$ cat config.mk
export PLATFORM = sky130hd
export DESIGN_NAME = mvu_wgt_streamer
export DESIGN_NICKNAME = d
export VERILOG_FILES = /design/src/rtl/mvu_wgt_streamer_pkg.sv /design/src/rtl/mvu_wgt_streamer_mem.sv /design/src/rtl/mvu_wgt_streamer.sv
export SDC_FILE = /design/constraint.sdc
export NUM_CORES = 1
export LEC_CHECK = 0
export CAP_MARGIN = 20
export CORE_ASPECT_RATIO = 1.1
export CORE_MARGIN = 5
export CORE_UTILIZATION = 50
export DETAILED_ROUTE_END_ITERATION = 7
export DONT_BUFFER_PORTS = 1
export GPL_ROUTABILITY_DRIVEN = 0
export PLACE_DENSITY = 0.77
export SYNTH_ARGS = -nofsm -noshare
export SYNTH_HDL_FRONTEND = slang
export SYNTH_SLANG_ARGS = --single-unit
$ cat constraint.sdc
create_clock -name clk_i -period 5.1 [get_ports clk_i]
set_input_delay 1.53 -clock clk_i [delete_from_list [all_inputs] [get_ports clk_i]]
set_output_delay 1.53 -clock clk_i [all_outputs]
set_load 0.01 [all_outputs]
$ cat src/rtl/mvu_wgt_streamer_pkg.sv
// Shared definitions for the MVU weight streamer: default geometry, the SIMD word type
// and a width helper that never returns zero.
package mvu_wgt_streamer_pkg;

  localparam int unsigned DefSimd    = 4;
  localparam int unsigned DefPe      = 2;
  localparam int unsigned DefTw      = 1;
  localparam int unsigned DefMatrixW = 16;
  localparam int unsigned DefMatrixH = 4;

  typedef logic [0:DefSimd-1][DefTw-1:0] wgt_simd_t;

  // Index widths for selects that may have a single legal value still need one bit.
  function automatic int unsigned clog2_min1(input int unsigned n);
    return (n > 1) ? $clog2(n) : 1;
  endfunction

endpackage

$ cat src/rtl/mvu_wgt_streamer_mem.sv
// Per-PE weight RAM: one write port, one registered read port, read-first on collision.
module mvu_wgt_streamer_mem
  import mvu_wgt_streamer_pkg::*;
#(
  parameter int unsigned Width = DefSimd * DefTw,
  parameter int unsigned AW    = 3
) (
  input  logic             clk_i,
  input  logic             wen_i,
  input  logic [AW-1:0]    waddr_i,
  input  logic [Width-1:0] wdata_i,
  input  logic             ren_i,
  input  logic [AW-1:0]    raddr_i,
  output logic [Width-1:0] rdata_o
);

  // Padded to a power of two so every address value indexes a real entry.
  logic [Width-1:0] mem_q [2**AW];
  logic [Width-1:0] rdata_q;

  always_ff @(posedge clk_i) begin
    if (wen_i) begin
      mem_q[waddr_i] <= wdata_i;
    end
    if (ren_i) begin
      rdata_q <= mem_q[raddr_i];
    end
  end

  assign rdata_o = rdata_q;

endmodule

$ cat src/rtl/mvu_wgt_streamer.sv
// Streams the folded weight matrix to the PE array, one SIMD word per PE per beat, with
// sf_clr/sf_last framing and a 2-entry skid buffer behind the synchronous RAM read.
module mvu_wgt_streamer
  import mvu_wgt_streamer_pkg::*;
#(
  parameter  int unsigned SIMD    = DefSimd,
  parameter  int unsigned PE      = DefPe,
  parameter  int unsigned TW      = DefTw,
  parameter  int unsigned MatrixW = DefMatrixW,
  parameter  int unsigned MatrixH = DefMatrixH,
  localparam int unsigned SF      = MatrixW / SIMD,
  localparam int unsigned NF      = MatrixH / PE,
  localparam int unsigned AW      = clog2_min1(SF * NF),
  localparam int unsigned PW      = clog2_min1(PE),
  localparam int unsigned NW      = clog2_min1(NF)
) (
  input  logic                   clk_i,
  input  logic                   rst_i,
  input  logic                   wmem_wen_i,
  input  logic [PW-1:0]          wmem_pe_sel_i,
  input  logic [AW-1:0]          wmem_addr_i,
  input  logic [SIMD*TW-1:0]     wmem_wdata_i,
  input  logic                   en_i,
  input  logic                   restart_i,
  output logic [PE*SIMD*TW-1:0]  out_wgt_o,
  output logic                   out_valid_o,
  input  logic                   out_ready_i,
  output logic                   out_sf_clr_o,
  output logic                   out_sf_last_o,
  output logic [NW-1:0]          out_nf_o
);

  localparam int unsigned WordW = SIMD * TW;
  localparam int unsigned BeatW = PE * WordW;
  localparam int unsigned SW    = clog2_min1(SF);

  logic [SW-1:0]    sf_q, sf_d;
  logic [NW-1:0]    nf_q, nf_d;
  logic             in_flight_q, in_flight_d;
  logic             fl_clr_q, fl_last_q;
  logic [NW-1:0]    fl_nf_q;
  logic [1:0]       cnt_q, cnt_d;
  logic             wr_ptr_q, wr_ptr_d, rd_ptr_q, rd_ptr_d;
  logic [BeatW-1:0] fifo_data_q [2];
  logic             fifo_clr_q  [2];
  logic             fifo_last_q [2];
  logic [NW-1:0]    fifo_nf_q   [2];

  logic             out_valid, handshake, issue, push, pop_fifo;
  logic [AW-1:0]    rd_addr;
  logic [BeatW-1:0] rd_beat;

  assign rd_addr = AW'(32'(nf_q) * SF + 32'(sf_q));

  for (genvar p = 0; p < PE; p++) begin : g_pe
    logic [WordW-1:0] rdata;

    mvu_wgt_streamer_mem #(
      .Width(WordW),
      .AW   (AW)
    ) u_mem (
      .clk_i  (clk_i),
      .wen_i  (wmem_wen_i && (wmem_pe_sel_i == PW'(p))),
      .waddr_i(wmem_addr_i),
      .wdata_i(wmem_wdata_i),
      .ren_i  (issue),
      .raddr_i(rd_addr),
      .rdata_o(rdata)
    );

    // PE 0 occupies the most significant word of the beat.
    assign rd_beat[(PE-1-p)*WordW +: WordW] = rdata;
  end

  always_comb begin
    out_valid = (cnt_q != 2'd0) || in_flight_q;
    handshake = out_valid && out_ready_i;
    // Credit check counts the RAM output stage so the skid buffer can never overflow.
    issue     = en_i && !restart_i && ((cnt_q + {1'b0, in_flight_q}) < 2'd2);
    pop_fifo  = handshake && (cnt_q != 2'd0);
    // An empty buffer lets the RAM output be consumed directly instead of being queued.
    push      = in_flight_q && !(handshake && (cnt_q == 2'd0));

    sf_d = sf_q;
    nf_d = nf_q;
    if (issue) begin
      if (sf_q == SW'(SF - 1)) begin
        sf_d = '0;
        nf_d = (nf_q == NW'(NF - 1)) ? '0 : nf_q + 1'b1;
      end else begin
        sf_d = sf_q + 1'b1;
      end
    end

    cnt_d       = cnt_q + {1'b0, push} - {1'b0, pop_fifo};
    wr_ptr_d    = push ? ~wr_ptr_q : wr_ptr_q;
    rd_ptr_d    = pop_fifo ? ~rd_ptr_q : rd_ptr_q;
    in_flight_d = issue;

    if (restart_i) begin
      sf_d     = '0;
      nf_d     = '0;
      cnt_d    = '0;
      wr_ptr_d = 1'b0;
      rd_ptr_d = 1'b0;
    end
  end

  always_comb begin
    out_valid_o   = out_valid;
    out_wgt_o     = '0;
    out_sf_clr_o  = 1'b0;
    out_sf_last_o = 1'b0;
    out_nf_o      = '0;
    if (cnt_q != 2'd0) begin
      out_wgt_o     = fifo_data_q[rd_ptr_q];
      out_sf_clr_o  = fifo_clr_q[rd_ptr_q];
      out_sf_last_o = fifo_last_q[rd_ptr_q];
      out_nf_o      = fifo_nf_q[rd_ptr_q];
    end else if (in_flight_q) begin
      out_wgt_o     = rd_beat;
      out_sf_clr_o  = fl_clr_q;
      out_sf_last_o = fl_last_q;
      out_nf_o      = fl_nf_q;
    end
  end

  always_ff @(posedge clk_i or posedge rst_i) begin
    if (rst_i) begin
      sf_q        <= '0;
      nf_q        <= '0;
      in_flight_q <= 1'b0;
      fl_clr_q    <= 1'b0;
      fl_last_q   <= 1'b0;
      fl_nf_q     <= '0;
      cnt_q       <= '0;
      wr_ptr_q    <= 1'b0;
      rd_ptr_q    <= 1'b0;
    end else begin
      sf_q        <= sf_d;
      nf_q        <= nf_d;
      in_flight_q <= in_flight_d;
      cnt_q       <= cnt_d;
      wr_ptr_q    <= wr_ptr_d;
      rd_ptr_q    <= rd_ptr_d;
      if (issue) begin
        fl_clr_q  <= (sf_q == '0);
        fl_last_q <= (sf_q == SW'(SF - 1));
        fl_nf_q   <= nf_q;
      end
    end
  end

  always_ff @(posedge clk_i) begin
    if (push) begin
      fifo_data_q[wr_ptr_q] <= rd_beat;
      fifo_clr_q[wr_ptr_q]  <= fl_clr_q;
      fifo_last_q[wr_ptr_q] <= fl_last_q;
      fifo_nf_q[wr_ptr_q]   <= fl_nf_q;
    end
  end

endmodule

Yosys cells after proc, flatten, opt, wreduce, memory -nomap -nowiden --
Memory sizes are Yosys's and may differ from the RTL's. A register that Yosys moved wholly into a read port is not among the register bits. Cells that the tools add are included.
Word-level totals: word-level logic and storage cells 71, ROM bits 0, input bits 14, output and inout bits 12, memories kept 6, register bits 11, RAM bits 86, latch bits 0
Memory list:
- g_pe[0].u_mem.mem_q | depth 8, bits a word 4, rd ports 1, clocked after memory_dff 1, write ports 1, line mvu_wgt_streamer_mem.sv:18 | logic [Width-1:0] mem_q [2**AW];
- g_pe[1].u_mem.mem_q | depth 8, bits a word 4, rd ports 1, clocked after memory_dff 1, write ports 1, line mvu_wgt_streamer_mem.sv:18
- fifo_data_q | depth 2, bits a word 8, rd ports 1, clocked after memory_dff 0, write ports 1, line mvu_wgt_streamer.sv:44 | logic [BeatW-1:0] fifo_data_q [2];
- fifo_clr_q | depth 2, bits a word 1, rd ports 1, clocked after memory_dff 0, write ports 1, line mvu_wgt_streamer.sv:45 | logic fifo_clr_q [2];
- fifo_last_q | depth 2, bits a word 1, rd ports 1, clocked after memory_dff 0, write ports 1, line mvu_wgt_streamer.sv:46 | logic fifo_last_q [2];
- fifo_nf_q | depth 2, bits a word 1, rd ports 1, clocked after memory_dff 0, write ports 1, line mvu_wgt_streamer.sv:47 | logic [NW-1:0] fifo_nf_q [2];
Cells by class: reduce and logical (&&, ||, !) cells 19, multipliers 0, shift operators 0, muxes and demuxes 26, equal/unequal tests 1, bitwise logic cells 3, divide/modulo/power cells 0, order comparisons 1, add/subtract/negate cells 6
Operators with widths (count):
- $mux W1 | 20
- $mux W8 | 2
- $reduce_bool A2 Y1 | 5
- $logic_and A1 B1 Y1 | 8
- $mux W2 | 4
- $add A2 B1 Y2 | 2
- $logic_not A2 Y1 | 2
- $add A3 B2 Y3 | 1
- $not A1 Y1 | 3
- $add A2 B1 Y2 const B | 1
- $eq A2 B2 Y1 const B | 1
- $logic_not A1 Y1 | 2
- $lt A2 B2 Y1 const B | 1
- $reduce_and A2 Y1 | 1
- $sub A2 B1 Y2 | 1
- $add A1 B1 Y1 const B | 1
- $logic_or A1 B1 Y1 | 1

Logic depth before layout (Yosys ltp) --
depth after elaboration 9, mapped depth 9, gate-level depth less buffers 8

Hierarchy --
Synthesis repeated with hierarchy kept, for this count alone.
Second synthesis, totals: cells, all modules 241, area total of the unflattened synthesis 4321.6 um^2
By module, submodules not included:
- mvu_wgt_streamer_mem | area each 1410.1 um^2, times used 2, sequential area each 1081.0 um^2, cells each 63
- mvu_wgt_streamer | area each 1501.4 um^2, times used 1, sequential area each 935.9 um^2, cells each 115

Worst setup path after synthesis --
No wires, ideal clock.
kind input to register, start point input restart_i, end point register g_pe[0].u_mem.rdata_q[0] (read register of g_pe[0].u_mem.mem_q) (enable), stages on the path 3, required time 4.773 ns, library setup time 0.327 ns, arrival 2.462 ns, path buffers 1, slack 2.311 ns, cells stage by stage buf_4 > or4_4 > inv_1
On the way: longest elaborated chain between the ends 3
RTL lines:
- start, declared | line mvu_wgt_streamer.sv:24 | input logic restart_i,
- $logic_not A1 Y1 | line mvu_wgt_streamer.sv:79 | issue = en_i && !restart_i && ((cnt_q + {1'b0, in_flight_q}) < 2'd2);
- $logic_and A1 B1 Y1 (2 in series) | line mvu_wgt_streamer.sv:79
- named net g_pe[0].u_mem.ren_i | line mvu_wgt_streamer_mem.sv:12 | input logic ren_i,
- end, declared | line mvu_wgt_streamer_mem.sv:19 | logic [Width-1:0] rdata_q;
The timed path passes the listed nets, and every way through them passes these cells. A chain may end at the register's enable or synchronous reset.

Worst setup path in the final report --
start point register cnt_q[1], end point output out_wgt_o[6]
On the way: longest elaborated chain between the ends 2
RTL lines:
- start, declared | line mvu_wgt_streamer.sv:42 | logic [1:0] cnt_q, cnt_d;
- start signal, assigned | line mvu_wgt_streamer.sv:143 | cnt_q <= cnt_d;
- $reduce_bool A2 Y1 | line mvu_wgt_streamer.sv:115 | if (cnt_q != 2'd0) begin
- $mux W8 | line mvu_wgt_streamer.sv:115
- end, declared | line mvu_wgt_streamer.sv:25 | output logic [PE*SIMD*TW-1:0] out_wgt_o,
No other way between the ends.

==> results.sh <==
export IMPL_synth_cell_types=33
export IMPL_synth_largest_area_cell="edfxtp_1"
export IMPL_first_iter_violations=122
export IMPL_cp_start_kind="flip-flop"
export IMPL_synthTopCellsByArea="edfxtp_1 (66%), mux4_2 (8.4%), dfrtp_1 (6.4%)"
export IMPL_ys_ff_latch=105
export IMPL_grt_max_degree=24
export IMPL_overflow=0
export IMPL_hold_viol=0
export IMPL_seq_power_share_pct=59.6
export IMPL_area_growth_syn_to_layout_pct=6.40
export IMPL_placement_io_buffers=0
export IMPL_fin_nets=264
export IMPL_final_cell_mix="edfxtp_1 (94), nor2_1 (18), mux4_2 (16)"
export IMPL_hold_path_startpoint="g_pe[1].u_mem.rdata_o[0]"
export IMPL_synthesis_yosys_warnings=0
export IMPL_p_int_mw=1.31
export IMPL_place_area_mm2=0.00435
export IMPL_worst_clock_skew_ns=0.00278
export IMPL_end_kind="primary output"
export IMPL_antennaDiodeCount=0
export IMPL_antenna_found_initial=0
export IMPL_layout_commonest_cell="edfxtp_1"
export IMPL_drt_total_wl_um=6430
export IMPL_clock_sinks=105
export IMPL_rr_startpoint="in_flight_q"
export IMPL_setup_violations_final=0
export IMPL_path_clk_slew_ns=0.09
export IMPL_drc_errors=0
export IMPL_critPathLaunch="cnt_q[1]"
export IMPL_drtPass1Iterations=4
export IMPL_synth_net_count=262
export IMPL_critPathMaxStageDelay_ns=0.47
export IMPL_holdBufCountCts=0
export IMPL_crit_arrival_ns=1.69
export IMPL_p_clk_share_pct=25.0
export IMPL_path_buf_inv=1
export IMPL_vias_per_cell=5.40
export IMPL_wl_per_cell_um=17.8
export IMPL_p_leak_nw=1.49
export IMPL_status="finished, final reports clean"
export IMPL_seq_area_frac_synth_pct=72.4
export IMPL_cts_max_path_buffers=2
export IMPL_cts_resized=0
export IMPL_synth_area_mm2=0.00428
export IMPL_cts_made_buffers=9
export IMPL_grt_setup_unrepaired="no"
export IMPL_worst_pin_slew_ns=0.908
export IMPL_p_sw_mw=0.465
export IMPL_maxCapViolCount=0
export IMPL_ioPinCount=26
export IMPL_crit_chain="nor2_1 -> buf_4 -> nand3_1 -> o21ai_0"
export IMPL_dieArea_mm2=0.0105
export IMPL_postCtsSetupBuffers=0
export IMPL_cts_root_buf="clkbuf_8"
export IMPL_num_vias=1955
export IMPL_switching_share_pct=26.2
export IMPL_row_count=35
export IMPL_ir_worst_vdd_mv=0.216
export IMPL_tns_ns=0
export IMPL_htreeDepth=3
export IMPL_grt_pass1_wl_um=10600
export IMPL_seq_area_mm2=0.00310
export IMPL_design_area_mm2=0.00455
export IMPL_cp_max_fo=18
export IMPL_track_usage_pct=13.1
export IMPL_fmax_mhz=311
export IMPL_multi_input_area_mm2=0.00107
export IMPL_synth_top_area_share_pct=65.9
export IMPL_die_h_um=107
export IMPL_clock_latency_ns=0.35
export IMPL_core_mm2=0.00836
export IMPL_fill_cells=660
export IMPL_synth_avg_cell_area_um2=17.5
export IMPL_hpwl_um=4380
export IMPL_start_util_pct=51.2
export IMPL_syn_inst=244
export IMPL_dieWidth_um=98.2
export IMPL_cp_required_ns=3.57
export IMPL_cellPowerDensity_mw_per_mm2=390
export IMPL_slew_headroom_pct=39.3
export IMPL_slew_viol_final=0
export IMPL_critPathKind="reg2out"
export IMPL_grt_pass1_vias=2064
export IMPL_ant_nets=0
export IMPL_crit_family="flip-flops"
export IMPL_period_needed_ns=3.22
export IMPL_cts_tree="yes"
export IMPL_drive_above_1_share_pct=18.7
export IMPL_fin_crit_sh_pct=63.1
export IMPL_power_frac_comb_pct=15.4
export IMPL_slowest_stage="dfrtp_1"
export IMPL_hp_class="reg2reg"
==> per-stage QoR <==
step	power (mW)	utilization, %	hold WS, ns	cells	setup WS [ns]
finish	1.78	54.5	0.492	362	1.88
global route	1.87	54.5	0.513	362	1.75
CTS	1.78	54.0	0.498	360	1.42
detailed placement	1.34	52.0	0.475	344	1.81
global placement	1.33	52.0	0.479	344	1.94
floorplan	1.30	-	0.446	244	2.31
==> power groups by stage <==
stage / clock network (mW) / logic (mW) / registers [mW]
3_5_place_dp: 0 / 0.248 / 1.09
6_report: 0.443 / 0.274 / 1.06
3_3_place_gp: 0 / 0.242 / 1.09
4_1_cts: 0.457 / 0.249 / 1.07
2_1_floorplan: 0 / 0.261 / 1.04
5_1_grt: 0.497 / 0.306 / 1.07
==> area by class of cell <==
class / instances / area share, %
inverters: 10 / 0.824
well taps: 111 / 3.05
multi-input cells: 118 / 23.6
clock inverters: 6 / 0.934
repair buffers: 2 / 0.769
clock buffers: 10 / 2.80
flip-flops and latches: 105 / 68.0
==> worst paths after layout <==
check	end	slack [ns]	cells after the start
setup / recovery	out_wgt_o[6]	1.88	4
hold / removal	fifo_data_q[1][0]	0.49	0
setup reg to reg	g_pe[0].u_mem.rdata_o[3]	3.02	3
hold reg to reg	fifo_data_q[1][0]	0.49	0
max in group asynchronous	fl_last_q	3.72	1
min in group asynchronous	nf_q	1.06	1
==> sequential cells by signal, summed over array words and instances, names as in the netlist, 2 cells and up <==
name and cells:
fifo_data_q 16, g_pe.u_mem.rdata_o 8, fifo_nf_q 2, cnt_q 2, sf_q 2, fifo_last_q 2
g_pe.u_mem.mem_q 64, fifo_clr_q 2
==> Yosys cell counts (all sizes together) <==
master  number
nand2b       3
mux2        12
and3         1
and3b        1
a21boi       1
xnor2        1
a21oi        4
or3          1
clkbuf       5
nor2b        2
o21ai       13
ha           4
nor2        18
mux4        16
mux2i       11
o211ai       3
nor3b        1
or4          1
or3b         1
nand3b       2
nand2        2
xor2         2
nand3       12
o31ai        2
nor3         4
edfxtp      94
dfrtp       11
buf          6
inv         10
==> kinds of logic after synthesis <==
family                   count (synthesis)  share of synthesized area (%)
flip-flops                             105                           72.4
AND/OR/NAND/NOR                         49                           5.88
multiplexers                            39                           14.4
AO/OA/AOI/OAI                           23                           3.04
buffers and inverters                   21                           2.51
adder cells (fa/ha/maj)                  4                           1.17
XOR/XNOR                                 3                          0.614
==> per-layer routing <==
metal,vias up,global-route usage [%],wire [um]
met5,-,0,0
met4,0,5.56,74
met3,6,3.38,278
met2,35,21.2,3150
met1,961,16.8,2920
li1,953,-,-
(Power assumes the default switching activity.)
==> variant: new RTL, config.mk and constraints unchanged <==
Change the package constant `DefMatrixW` from 16 to 32.
--- a/src/rtl/mvu_wgt_streamer_pkg.sv
+++ b/src/rtl/mvu_wgt_streamer_pkg.sv
@@ -5,7 +5,7 @@
   localparam int unsigned DefSimd    = 4;
   localparam int unsigned DefPe      = 2;
   localparam int unsigned DefTw      = 1;
-  localparam int unsigned DefMatrixW = 16;
+  localparam int unsigned DefMatrixW = 32;
   localparam int unsigned DefMatrixH = 4;
 
   typedef logic [0:DefSimd-1][DefTw-1:0] wgt_simd_t;
Ports: changed (resized wmem_addr_i); port bits go from 26 to 27. No check against the original RTL was run, so the function may have changed too.
==> variant against the unedited design <==
Power increased by 90%; final area is 67% higher; synthesized area rose by 61%; sequential cell count is 65 higher; core utilization up 1.2 points; setup slack worse by 15 ps; critical path type unchanged; sequential power rose by 56%; routed wire length grew 83%.
==> variant: results (changes against the unedited design) <==
EDFF count, synth=158 (+68%); insertion delay to the later sink of the worst-skew pair=420 ps (+70 ps); worst-path fanout max=12 (-6); LEAKAGE=2.43 nW (+63%); fmax=309 MHz (-0.45%); vias per cell=5.68 (+5.2%); Post-Place Worst Slack=1780 ps (-23.0 ps); Detailed Route Iter0 Violations=260 (+110%); clk_skew=5.38 ps (+2.60 ps); syn avg cell area=18.1 µm² (+3.1%); largest net degree at the start of global routing=36 (+50%); H-tree levels=4 (+1); TritonRoute pass-1 iters=5 (+1); synth top area cells=edfxtp_1 69%, mux4_2 6.9%, dfrtp_1 4.4%; met3 Use GR=4.49% (+1.1 points); DR vias=3305 (+69%); area post-placement=0.00700 mm² (+61%); R2R Setup Slk=2850 ps (-170 ps); Clock transition at path regs=60 ps (-30 ps); met1 usage=20.3% (+3.6 points); outcome=complete, no violations; FFs w/ async S/R, synth=7.06% (-3.4 points); Root Buffer Master=clkbuf_16; peak supply drop=0.000368 V (+70%); max reg flops=128 (+100%); Tot GR Track Use=15.7% (+2.6 points); Routed Wire Length=11800 µm (+83%); Final nets=401 (+52%)
==> variant: cell count changes after synthesis, moves of 6 or more <==
cell | unedited run | this run
nand2_1 | 2 | 12
mux2_2 | 9 | 3
a22oi_1 | 0 | 16
mux4_1 | 0 | 11
edfxtp_1 | 94 | 158
nor2_1 | 18 | 32
==> variant: layout make-up <==
type | count | share of cell area, %
sequential | 170 | 66.5
multi-input combinational | 180 | 22.0
clock buffer | 18 | 5.66
tap | 188 | 3.10
clock inverter | 14 | 1.96
inverter | 9 | 0.445
timing repair buffer | 3 | 0.346
==> variant: routing by layer <==
layer  share of wire [%]  up-vias
li1                    -     1512
met1                  41     1676
met2                  51      101
met3                 6.0       16
met4                 1.9        0
met5                   0        -
==> variant: cell families after synthesis <==
kind of cell             share of synthesized area [%]
flip-flops                                        73.4
AND/OR/NAND/NOR                                   6.06
multiplexers                                      13.3
AO/OA/AOI/OAI                                     3.57
buffers and inverters                             2.37
adder cells (fa/ha/maj)                          0.910
XOR/XNOR                                         0.382
==> variant: power breakdown <==
group	switching (W)	internal (W)	total [W]	leakage [nW]
Clock	0.000523	0.000722	0.00124	0.263
Sequential	0.0000542	0.00160	0.00165	1.59
Combinational	0.000248	0.000222	0.000470	0.583
==> variant: path summary, 6_finish.rpt <==
kind	depth (start not counted)	end	start
setup / recovery	2	out_wgt_o[4]	rd_ptr_q
hold / removal	0	fifo_data_q[0][1]	g_pe[1].u_mem.rdata_o[1]
setup reg to reg	4	g_pe[0].u_mem.rdata_o[0]	sf_q[0]
hold reg to reg	0	fifo_data_q[0][1]	g_pe[1].u_mem.rdata_o[1]
max in group asynchronous	1	sf_q[0]	rst_i
min in group asynchronous	1	cnt_q[1]	rst_i
==> variant: through the flow <==
step           util [%]  total power [W]  hold slack, ps
2_1_floorplan         -          0.00207             446
3_3_place_gp       51.3          0.00213             474
3_5_place_dp       51.3          0.00215             475
4_1_cts            55.6          0.00339             491
5_1_grt            55.7          0.00351             503
6_report           55.7          0.00337             487
